### src/rtl/gate_pattern_sequencer_pkg.sv
// gate_pattern_sequencer_pkg: shared op codes, FSM states and vector count for 2-input gate checkers
package gate_pattern_sequencer_pkg;
    localparam logic [1:0] OP_AND  = 2'b00;
    localparam logic [1:0] OP_OR   = 2'b01;
    localparam logic [1:0] OP_XOR  = 2'b10;
    localparam logic [1:0] OP_NAND = 2'b11;
    localparam int NUM_VEC = 4;
    localparam logic [1:0] LAST_VEC = 2'(NUM_VEC - 1);
    typedef enum logic [1:0] {S_IDLE, S_DRIVE, S_FINISH} state_t;
endpackage

### src/rtl/gate_pattern_sequencer_expected.sv
// gate_expected_model: reference output of a 2-input gate for the selected op
module gate_expected_model
    import gate_pattern_sequencer_pkg::*;
(
    input  logic [1:0] op,
    input  logic       a,
    input  logic       b,
    output logic       expected
);
    always_comb expected = op == OP_AND ? (a & b) :
                           op == OP_OR  ? (a | b) :
                           op == OP_XOR ? (a ^ b) : ~(a & b);
endmodule

### src/rtl/gate_pattern_sequencer.sv
// gate_pattern_sequencer: drives all four {a,b} vectors into a gate, holds each HOLD cycles,
// scores the sampled output against op and reports error count, first failing vector and pass.
module gate_pattern_sequencer
    import gate_pattern_sequencer_pkg::*;
#(
    parameter int HOLD  = 10,
    parameter int CNT_W = 4
) (
    input  logic       clk,
    input  logic       rst_n,
    input  logic       start,
    input  logic [1:0] op,
    output logic       a,
    output logic       b,
    input  logic       c,
    output logic       busy,
    output logic       done,
    output logic       pass,
    output logic [2:0] err_count,
    output logic [1:0] first_fail
);
    state_t state;
    logic [1:0] vec;
    logic [1:0] op_q;
    logic [CNT_W-1:0] hold_cnt;
    logic expected;
    logic sample;
    logic mismatch;

    gate_expected_model u_expected (.op(op_q), .a(a), .b(b), .expected(expected));

    assign sample   = hold_cnt == CNT_W'(HOLD - 1);
    assign mismatch = sample && (c != expected);

    // a,b are loaded together with vec so the sampled operands always match the vector being scored
    always_ff @(posedge clk) begin
        if (!rst_n) begin
            state      <= S_IDLE;
            a          <= 1'b0;
            b          <= 1'b0;
            busy       <= 1'b0;
            done       <= 1'b0;
            pass       <= 1'b0;
            err_count  <= '0;
            first_fail <= '0;
            vec        <= '0;
            hold_cnt   <= '0;
            op_q       <= OP_AND;
        end else begin
            done <= 1'b0;
            case (state)
                S_IDLE: if (start) begin
                    op_q       <= op;
                    vec        <= '0;
                    hold_cnt   <= '0;
                    err_count  <= '0;
                    first_fail <= '0;
                    pass       <= 1'b0;
                    busy       <= 1'b1;
                    a          <= 1'b0;
                    b          <= 1'b0;
                    state      <= S_DRIVE;
                end
                S_DRIVE: begin
                    hold_cnt <= hold_cnt + 1'b1;
                    if (sample) begin
                        if (mismatch) begin
                            err_count <= err_count + 3'd1;
                            if (err_count == 3'd0) first_fail <= vec;
                        end
                        if (vec == LAST_VEC) begin
                            state <= S_FINISH;
                            busy  <= 1'b0;
                            done  <= 1'b1;
                            pass  <= (err_count == 3'd0) && !mismatch;
                            a     <= 1'b0;
                            b     <= 1'b0;
                        end else begin
                            vec      <= vec + 2'd1;
                            hold_cnt <= '0;
                            {a, b}   <= vec + 2'd1;
                        end
                    end
                end
                default: state <= S_IDLE;
            endcase
        end
    end
endmodule

### config.mk
export PLATFORM = sky130hd
export DESIGN_NAME = gate_pattern_sequencer
export DESIGN_NICKNAME = d
export VERILOG_FILES = /design/src/rtl/gate_pattern_sequencer_pkg.sv /design/src/rtl/gate_pattern_sequencer_expected.sv /design/src/rtl/gate_pattern_sequencer.sv
export SDC_FILE = /design/constraint.sdc
export NUM_CORES = 1
export LEC_CHECK = 0
export BUFFER_PORTS_ARGS = -buffer_cell sky130_fd_sc_hd__buf_2
export CAP_MARGIN = 25
export CORE_UTILIZATION = 50
export DETAILED_ROUTE_END_ITERATION = 8
export PLACE_DENSITY = 0.71
export SYNTH_ARGS = -nofsm -noshare
export SYNTH_HDL_FRONTEND = slang
export SYNTH_SLANG_ARGS = --single-unit
### constraint.sdc
create_clock -name clk -period 2.2 [get_ports clk]
set_input_delay 0.11 -clock clk [delete_from_list [all_inputs] [get_ports clk]]
set_output_delay 0.11 -clock clk [all_outputs]
set_load 0.05 [all_outputs]
; ---- Word level (Yosys, flattened, before mapping)
; Cells that the tools add are included.
; Widths: inputs -> output; s select.
[classes]
n_addsub = 3
mul = 0
n_div = 0
n_lt_le_gt_ge = 0
n_eq_ne = 12
shift = 0
muxes = 38
bitwise_logic = 4
reduce_logical = 16
[ops]
columns = op, n
row1 = $mux 2, 9
row2 = $mux 1, 14
row3 = $mux 4, 3
row4 = $ne 2x2->1 const B, 6
row5 = $pmux 2 s2, 3
row6 = $reduce_and 4->1, 3
row7 = $mux 3, 3
row8 = $reduce_and 3->1, 3
row9 = $pmux 1 s2, 4
row10 = $pmux 4 s2, 1
row11 = $pmux 3 s2, 1
row12 = $reduce_and 5->1, 1
row13 = $add 4x1->4 const B, 1
row14 = $eq 2x1->1 const B, 2
row15 = $eq 2x2->1 const B, 2
row16 = $eq 4x4->1 const B, 1
row17 = $logic_not 2->1, 2
row18 = $reduce_and 2->1, 2
row19 = $add 3x1->3 const B, 1
row20 = $logic_not 3->1, 1
row21 = $add 2x1->2 const B, 1
row22 = $logic_and 1x1->1, 2
row23 = $reduce_bool 2->1, 1
row24 = $and 1x1->1, 1
row25 = other kinds (5), 5
[word_totals]
regBits = 20
latch_bits = 0
ram_bits = 0
romBits = 0
input_bits = 6
output_inout_bits = 10
elab_cells = 84
n_memories = 0

; ---- Depth between registers and ports, before layout
; Gate-level depths: netlist of the first run.
[logic_depth]
depth_word = 12
depth_mapped = 8
depth_no_buf = 7

; ---- Hierarchy
; Synthesis of the first run repeated with hierarchy kept, for this count alone.
[hier_totals]
hier_cells = 117
hier_area_um2 = 1006.0
[modules_own_cells]
columns = module, instances, cells_per_inst, area_each_um2, seq_area_each_um2
row1 = gate_pattern_sequencer, 1, 107, 942.2, 400.4
row2 = gate_expected_model, 1, 10, 63.8, 0.0

; ---- Worst setup path before layout of the first run
; OpenSTA, ideal clock, no wires.
[synth_timing]
kind = flip-flop to flip-flop
startpoint = reg a
endpoint = reg first_fail[0]
setup_time_ps = 117
arrival_time_ps = 1940
required_ps = 2083
slack_ps = 143
stages_incl_launch_ff = 8
n_path_buf = 0
period_less_slack_ps = 2057
cell_sequence = dfxtp_1 inv_1 ha_1 mux2i_1 mux2i_4 xnor2_1 nor3_2 a22o_2
[synth_between]
elab_chain_cells = 9
word_cells_on_any_way = 11
classes_between = eq/ne: 2 / mux: 3 / bitwise: 4 / reduce/logical: 2
[synth_lines]
columns = item, line_no
row1 = "start, declared", gate_pattern_sequencer.sv:13  ; output logic a,
row2 = "start signal, assigned", gate_pattern_sequencer.sv:81  ; {a, b} <= vec + 2'd1;
row3 = $and 1x1->1, "gate_pattern_sequencer_expected.sv:10, gate_pattern_sequencer_expected.sv:12"
row4 = $not 1->1, gate_pattern_sequencer_expected.sv:12  ; op == OP_XOR ? (a ^ b) : ~(a & b);
row5 = $mux 1, gate_pattern_sequencer_expected.sv:12
row6 = $mux 1, gate_pattern_sequencer_expected.sv:11  ; op == OP_OR ? (a | b) :
row7 = $mux 1 (*), gate_pattern_sequencer_expected.sv:10  ; always_comb expected = op == OP_AND ? (a & b) :
row8 = $ne 1x1->1 (*), gate_pattern_sequencer.sv:33  ; assign mismatch = sample && (c != expected);
row9 = $logic_and 1x1->1 (*), gate_pattern_sequencer.sv:33
row10 = $ne 2x2->1 (no line) (*), --
row11 = $reduce_and 5->1 (no line) (*), --
row12 = "end signal, assigned", gate_pattern_sequencer.sv:69  ; if (err_count == 3'd0) first_fail <= vec;
row13 = "end, declared", gate_pattern_sequencer.sv:20  ; output logic [1:0] first_fail
; Every way passes the cells marked *; elsewhere a longest branch is shown, timed or not.
; A chain may end at the register's enable or synchronous reset.

; ---- Final worst setup path of the first run
; Same ends and word-level chain as after synthesis.

==> out/qor.txt, run 1 <==
Setup WS pre-CTS - 0.381 ns
Main synth FF type - dfxtp_1
Worst r2r src - a
Pin count of the biggest net entering global routing - 20
Power after layout - 0.654 mW
CTS tree - done
Root buffer selected by CTS - clkbuf_4
Total CTS buffers - 3
Worst Setup End Kind - flop
Grt total ovfl - 0
CTS Hold Buffers Added - 0
Hpwl dp - 1700 um
Synthesis-stage register bit count - 20
Unrepaired setup endpoints after global routing - false
Routed Antenna Nets - 0
Max Freq - 556 MHz
Cells after Synth - 118
Vias per cell - 5.49
Tmin final - 1.80 ns
Setup TNS Final - 0 ns
Max cap viols - 0
ANT cells - 0
Critical path cell sequence - inv_1, ha_1, mux2i_1, mux2i_4, xnor2_1, nor3_2, a22o_2
GRT Util Overall - 22.0%
Initial Utilization - 53.7%
Worst Hold Class - primary input to flop
Tcrit/Tclk final - 81.8%
Syn Nets - 131
Clk buf depth - 2
Final slew viol count - 0
Critical path class - flop to flop
Avg WL per Cell - 13.9 um
CORE AREA - 1980 sq um
FFs w/ async S/R, synth - 0%
DR iter-0 viols - 9
Share of layout cells above drive strength 1 - 18.8%
Final Non-Filler Cells - 160
Register area - 400 sq um
Final #Nets - 148
I/O pin count - 16
Max-Slew Margin vs Limit - 70.4%
Largest cells by area after synthesis - dfxtp_1 38%, ha_1 8.2%, nand2_1 4.2%, nor2_1 3.2%, nor2b_1 2.9%
Placed insts - 157
Final setup viols - 0
First-pass GRT wire length - 3550 um
H-tree Lvls - 1
Critical-path maximum fanout - 4
Clock-pin slew on the worst setup and hold paths - 0.11 ns
Initial antenna violation count - 0
Port bufs - 15
WP data arrival - 2.00 ns
Seq/Total Area, Yosys - 37.6%
Status - finished, final reports clean
Die X - 48.1 um
Fin worst setup slack - 0.401 ns
Synth unique cells - 39
Slowest CP cell - dfxtp_1
Syn Std Cell Area - 1060 sq um
Synth top area share - 37.6%
Fin. Hold Viols - 0
Clock Latency Late Sink - 0.29 ns
Area leader, netlist - dfxtp_1
Final Wtd Congestion - 0.742
CTS resizes - 0
VDD IR max - 0.000359 V
Crit path launch - a
Worst-Margin Slew - 0.441 ns
Row count - 16
Vias in the first global route - 815
Area delta synth->final - 11.5%
Via count - 878
Power per cell area - 550 nW/um^2
Setup Skew - 0.00577 ns
Die H - 48.1 um
Fillers - 185
Die area - 2320 sq um
CP startpoint kind - flop
CP max stage delay - 0.38 ns
TritonRoute pass-1 iters - 4
Sink Count - 20
DRC Markers - 0
Syn Area/Cell - 9.02 sq um
Yosys warns - 0
Multi-input gate area - 629 sq um
EDFF count, synth - 0
Data required, critical path - 2.40 ns
Setup bufs post-CTS - 0
Total wire length - 2220 um
Leakage - 0.498 nW
HP Start - op[0]
layout make-up:
class	instances	share of cell area, %
clock buffers	3	1.90
multi-input cells	89	53.0
inverters	5	1.58
flip-flops and latches	20	33.7
repair buffers	16	6.95
well taps	27	2.85
per-layer routing:
metal,vias up,track usage [%],wire length [um]
met5,-,0,0
met3,0,3.33,68
met1,416,27.8,1020
li1,448,-,-
met4,0,5.56,0
met2,14,38.9,1130
sequential cells by signal (all words and copies together), names as in the netlist:
signal and count:
busy 1, first_fail 2, pass 1, done 1, state 2, b 1, a 1, err_count 3
op_q 2, vec 2, hold_cnt 4
cell usage in the layout (no fill, tap or decap), types with 2 or more instances in the layout:
master,Yosys,final
mux2i_1,2,2
a21boi_0,4,4
nand4_1,4,4
a21oi_1,5,5
nand2b_1,3,3
o31ai_1,2,2
xnor2_1,2,2
nor2b_1,5,5
o21a_1,2,2
buf_2,1,15
xor2_1,2,2
clkbuf_4,0,3
ha_1,7,7
inv_1,5,5
dfxtp_1,20,20
nand3_1,6,6
nand2_1,12,12
nor2_1,9,9
and4_1,2,2
a22o_2,2,2
o21ai_0,2,2
worst paths after layout:
kind                         to  slack, ns  cells after the start
setup / recovery  first_fail[0]       0.40                      7
hold / removal          op_q[0]       0.06                      3
setup reg to reg  first_fail[0]       0.40                      7
hold reg to reg            pass       0.48                      2
report_power, final:
group | switching (mW) | internal [mW] | leakage, nW
combinational | 0.0626 | 0.0370 | 0.321
sequential | 0.0127 | 0.374 | 0.163
clock | 0.104 | 0.0635 | 0.0138
synthesized netlist by cell type, types with 2 or more instances:
cell type	number
o21ai_0	2
clkbuf_1	3
nor2b_1	5
ha_1	7
a21oi_1	5
nand2_1	12
mux2i_1	2
nand2b_1	3
inv_1	5
nand4_1	4
nor2_1	9
nand3_1	6
a21boi_0	4
xnor2_1	2
dfxtp_1	20
o31ai_1	2
and4_1	2
xor2_1	2
o21a_1	2
a22o_2	2
worst max-delay path, delay by kind of cell, from the launching register on:
| kind | cells | cell delay, ns |
|---|---|---|
| mux | 2 | 0.37 |
| compound gates | 1 | 0.26 |
| xor+xnor | 1 | 0.28 |
| flops | 1 | 0.38 |
| buf+inv | 1 | 0.06 |
| simple gates | 1 | 0.09 |
| fa+ha+maj | 1 | 0.28 |
per-stage QoR:
step           hold slack, ns  utilization, %  area (sq um)
4_1_cts                0.0527            59.9          1190
2_1_floorplan           0.255               -          1060
3_3_place_gp            0.359            58.8          1160
5_1_grt                0.0756            59.9          1190
6_report               0.0592            59.9          1190
3_5_place_dp            0.372            58.8          1160
kinds of logic after synthesis:
family | Yosys count | share of synthesized area, %
fa+ha+maj | 7 | 8.23
simple gates | 50 | 25.9
mux | 4 | 5.40
xor+xnor | 5 | 4.82
buf+inv | 9 | 3.29
flops | 20 | 37.6
compound gates | 23 | 14.8
(Power assumes the default switching activity.)
==> run 2: changes to the inputs <==
--- a/config.mk
+++ b/config.mk
@@ -7,9 +7,9 @@
 export LEC_CHECK = 0
 export BUFFER_PORTS_ARGS = -buffer_cell sky130_fd_sc_hd__buf_2
 export CAP_MARGIN = 25
-export CORE_UTILIZATION = 50
+export CORE_UTILIZATION = 49
 export DETAILED_ROUTE_END_ITERATION = 8
-export PLACE_DENSITY = 0.71
+export PLACE_DENSITY = 0.73
 export SYNTH_ARGS = -nofsm -noshare
 export SYNTH_HDL_FRONTEND = slang
 export SYNTH_SLANG_ARGS = --single-unit
==> constraint.sdc (replaced) <==
create_clock -name clk -period 1.5 [get_ports clk]
set_input_delay 0.075 -clock clk [delete_from_list [all_inputs] [get_ports clk]]
set_output_delay 0.075 -clock clk [all_outputs]
set_load 0.05 [all_outputs]
==> out/qor.txt, run 2 (same netlist as run 1, synthesis figures left out) <==
GRT Util Overall - 22.9%
Register area - 412 sq um
Final #Nets - 159
Hpwl dp - 1830 um
ANT cells - 0
Status - complete, but fails checks
Die area - 2360 sq um
Critical path class - flop to flop
Via count - 948
Largest register FFs - 4
Routed Antenna Nets - 0
Die X - 48.6 um
Data required, critical path - 1.71 ns
Initial antenna violation count - 0
Final slew viol count - 0
Fin worst setup slack - -0.228 ns
DRC Markers - 0
End-of-flow core utilization - 68.9%
Tmin final - 1.73 ns
Power per cell area - 761 nW/um^2
Final Cell Area - 1380 sq um
Tcrit/Tclk final - 115%
Leakage - 0.568 nW
DR iter-0 viols - 12
Biggest regs - hold_cnt: 4 flops, err_count: 3 flops
Crit path launch - a
Placed insts - 166
CP startpoint kind - flop
Fin. Hold Viols - 0
Failing checks - negative setup slack
Power after layout - 1.05 mW
Setup TNS Final - -1.24 ns
First-pass GRT wire length - 4100 um
Initial Utilization - 53.2%
Multi-input gate area - 722 sq um
Total CTS buffers - 3
Max cap viols - 0
Grt total ovfl - 0
CTS Hold Buffers Added - 0
Critical-path maximum fanout - 4
Max-Slew Margin vs Limit - 75.6%
H-tree Lvls - 1
Clock Latency Late Sink - 0.32 ns
Fillers - 167
Final setup viols - 6
Port bufs - 15
Placed Area - 1260 sq um
Unrepaired setup endpoints after global routing - true
Worst-Margin Slew - 0.366 ns
TritonRoute pass-1 iters - 4
Largest register by flop count - hold_cnt
VDD IR max - 0.000547 V
Total wire length - 2610 um
Avg WL per Cell - 15.2 um
Area delta synth->final - 29.6%
Sink Count - 20
Vias in the first global route - 969
CTS tree - done
Share of layout cells above drive strength 1 - 39.3%
Root buffer selected by CTS - clkbuf_4
CORE AREA - 2000 sq um
Pin count of the biggest net entering global routing - 20
I/O pin count - 16
Worst Setup End Kind - flop
HP Start - op[1]
Setup Skew - 0.0116 ns
Final Non-Filler Cells - 172
WP data arrival - 1.94 ns
Clk buf depth - 2
Row count - 16
Max Freq - 579 MHz
Vias per cell - 5.51
Worst Hold Class - primary input to flop
Clock-pin slew on the worst setup and hold paths - 0.12 ns
Most frequent cells in the layout - 15 x dfxtp_1, 15 x buf_2, 12 x nand2_1, 12 x buf_4, 9 x nor2_1
Die H - 48.6 um
Worst r2r src - a
Final Wtd Congestion - 0.859
==> run 2: cell count changes in the layout (fill, tap and decap cells not counted), moves of 2 or more <==
cell / before / now
dfxtp_4: 0 / 2
ha_4: 0 / 2
dfxtp_2: 0 / 3
ha_1: 7 / 4
o21ai_0: 2 / 0
inv_2: 0 / 2
o21ai_1: 0 / 2
dfxtp_1: 20 / 15
a21oi_1: 5 / 3
buf_4: 1 / 12
o31ai_1: 2 / 0
inv_1: 5 / 2
o31ai_2: 0 / 2
==> run 2: metrics by stage <==
step	hold WS, ns	worst slack [ns]
2_1_floorplan	0.220	-0.237
3_3_place_gp	0.332	-0.152
3_5_place_dp	0.348	-0.186
4_1_cts	0.0102	-0.204
5_1_grt	-0.00385	-0.314
6_report	0.000255	-0.228
==> run 2: cell type report <==
type / count / share of cell area (%)
Timing Repair Buffer: 27 / 12.0
Inverter: 5 / 1.54
Multi-Input combinational cell: 89 / 52.3
Clock buffer: 3 / 1.63
Clock inverter: 1 / 0.272
Sequential cell: 20 / 29.8
Tap cell: 27 / 2.45
==> run 2: path summary, 6_finish.rpt <==
path                         to  slack (ns)  depth (start not counted)
setup / recovery  first_fail[1]       -0.23                          7
hold / removal          op_q[1]      0.0003                          3
setup reg to reg  first_fail[1]       -0.23                          7
hold reg to reg   first_fail[1]        0.49                          1
==> run 2: timing repair <==
action | in CTS | in global routing
buffers inserted | 0 | 2
pin swaps | 4 | 3
resized for setup | 8 | 14
setup endpoints to repair | 14 | 14
==> run 2: layer usage <==
metal / GRT usage (%) / routed length (um) / vias up
li1: - / - / 469
met1: 26.2 / 1140 / 455
met2: 39.4 / 1350 / 17
met3: 3.77 / 60 / 7
met4: 14.2 / 63 / 0
met5: 0 / 0 / -
==> run 2: worst max-delay path, stage by stage, from the launching register on <==
cell,delay (ns)
dfxtp_4,0.39
inv_4,0.04
ha_4,0.15
mux2_4,0.28
mux2i_4,0.24
and4b_1,0.25
o31ai_2,0.07
a22o_2,0.20
==> run 2: report_power, final <==
| part | internal (mW) | total (mW) | switching (mW) | leakage, nW |
|---|---|---|---|---|
| clock network | 0.0975 | 0.278 | 0.180 | 0.0154 |
| logic | 0.0901 | 0.208 | 0.118 | 0.388 |
| registers | 0.547 | 0.564 | 0.0171 | 0.165 |
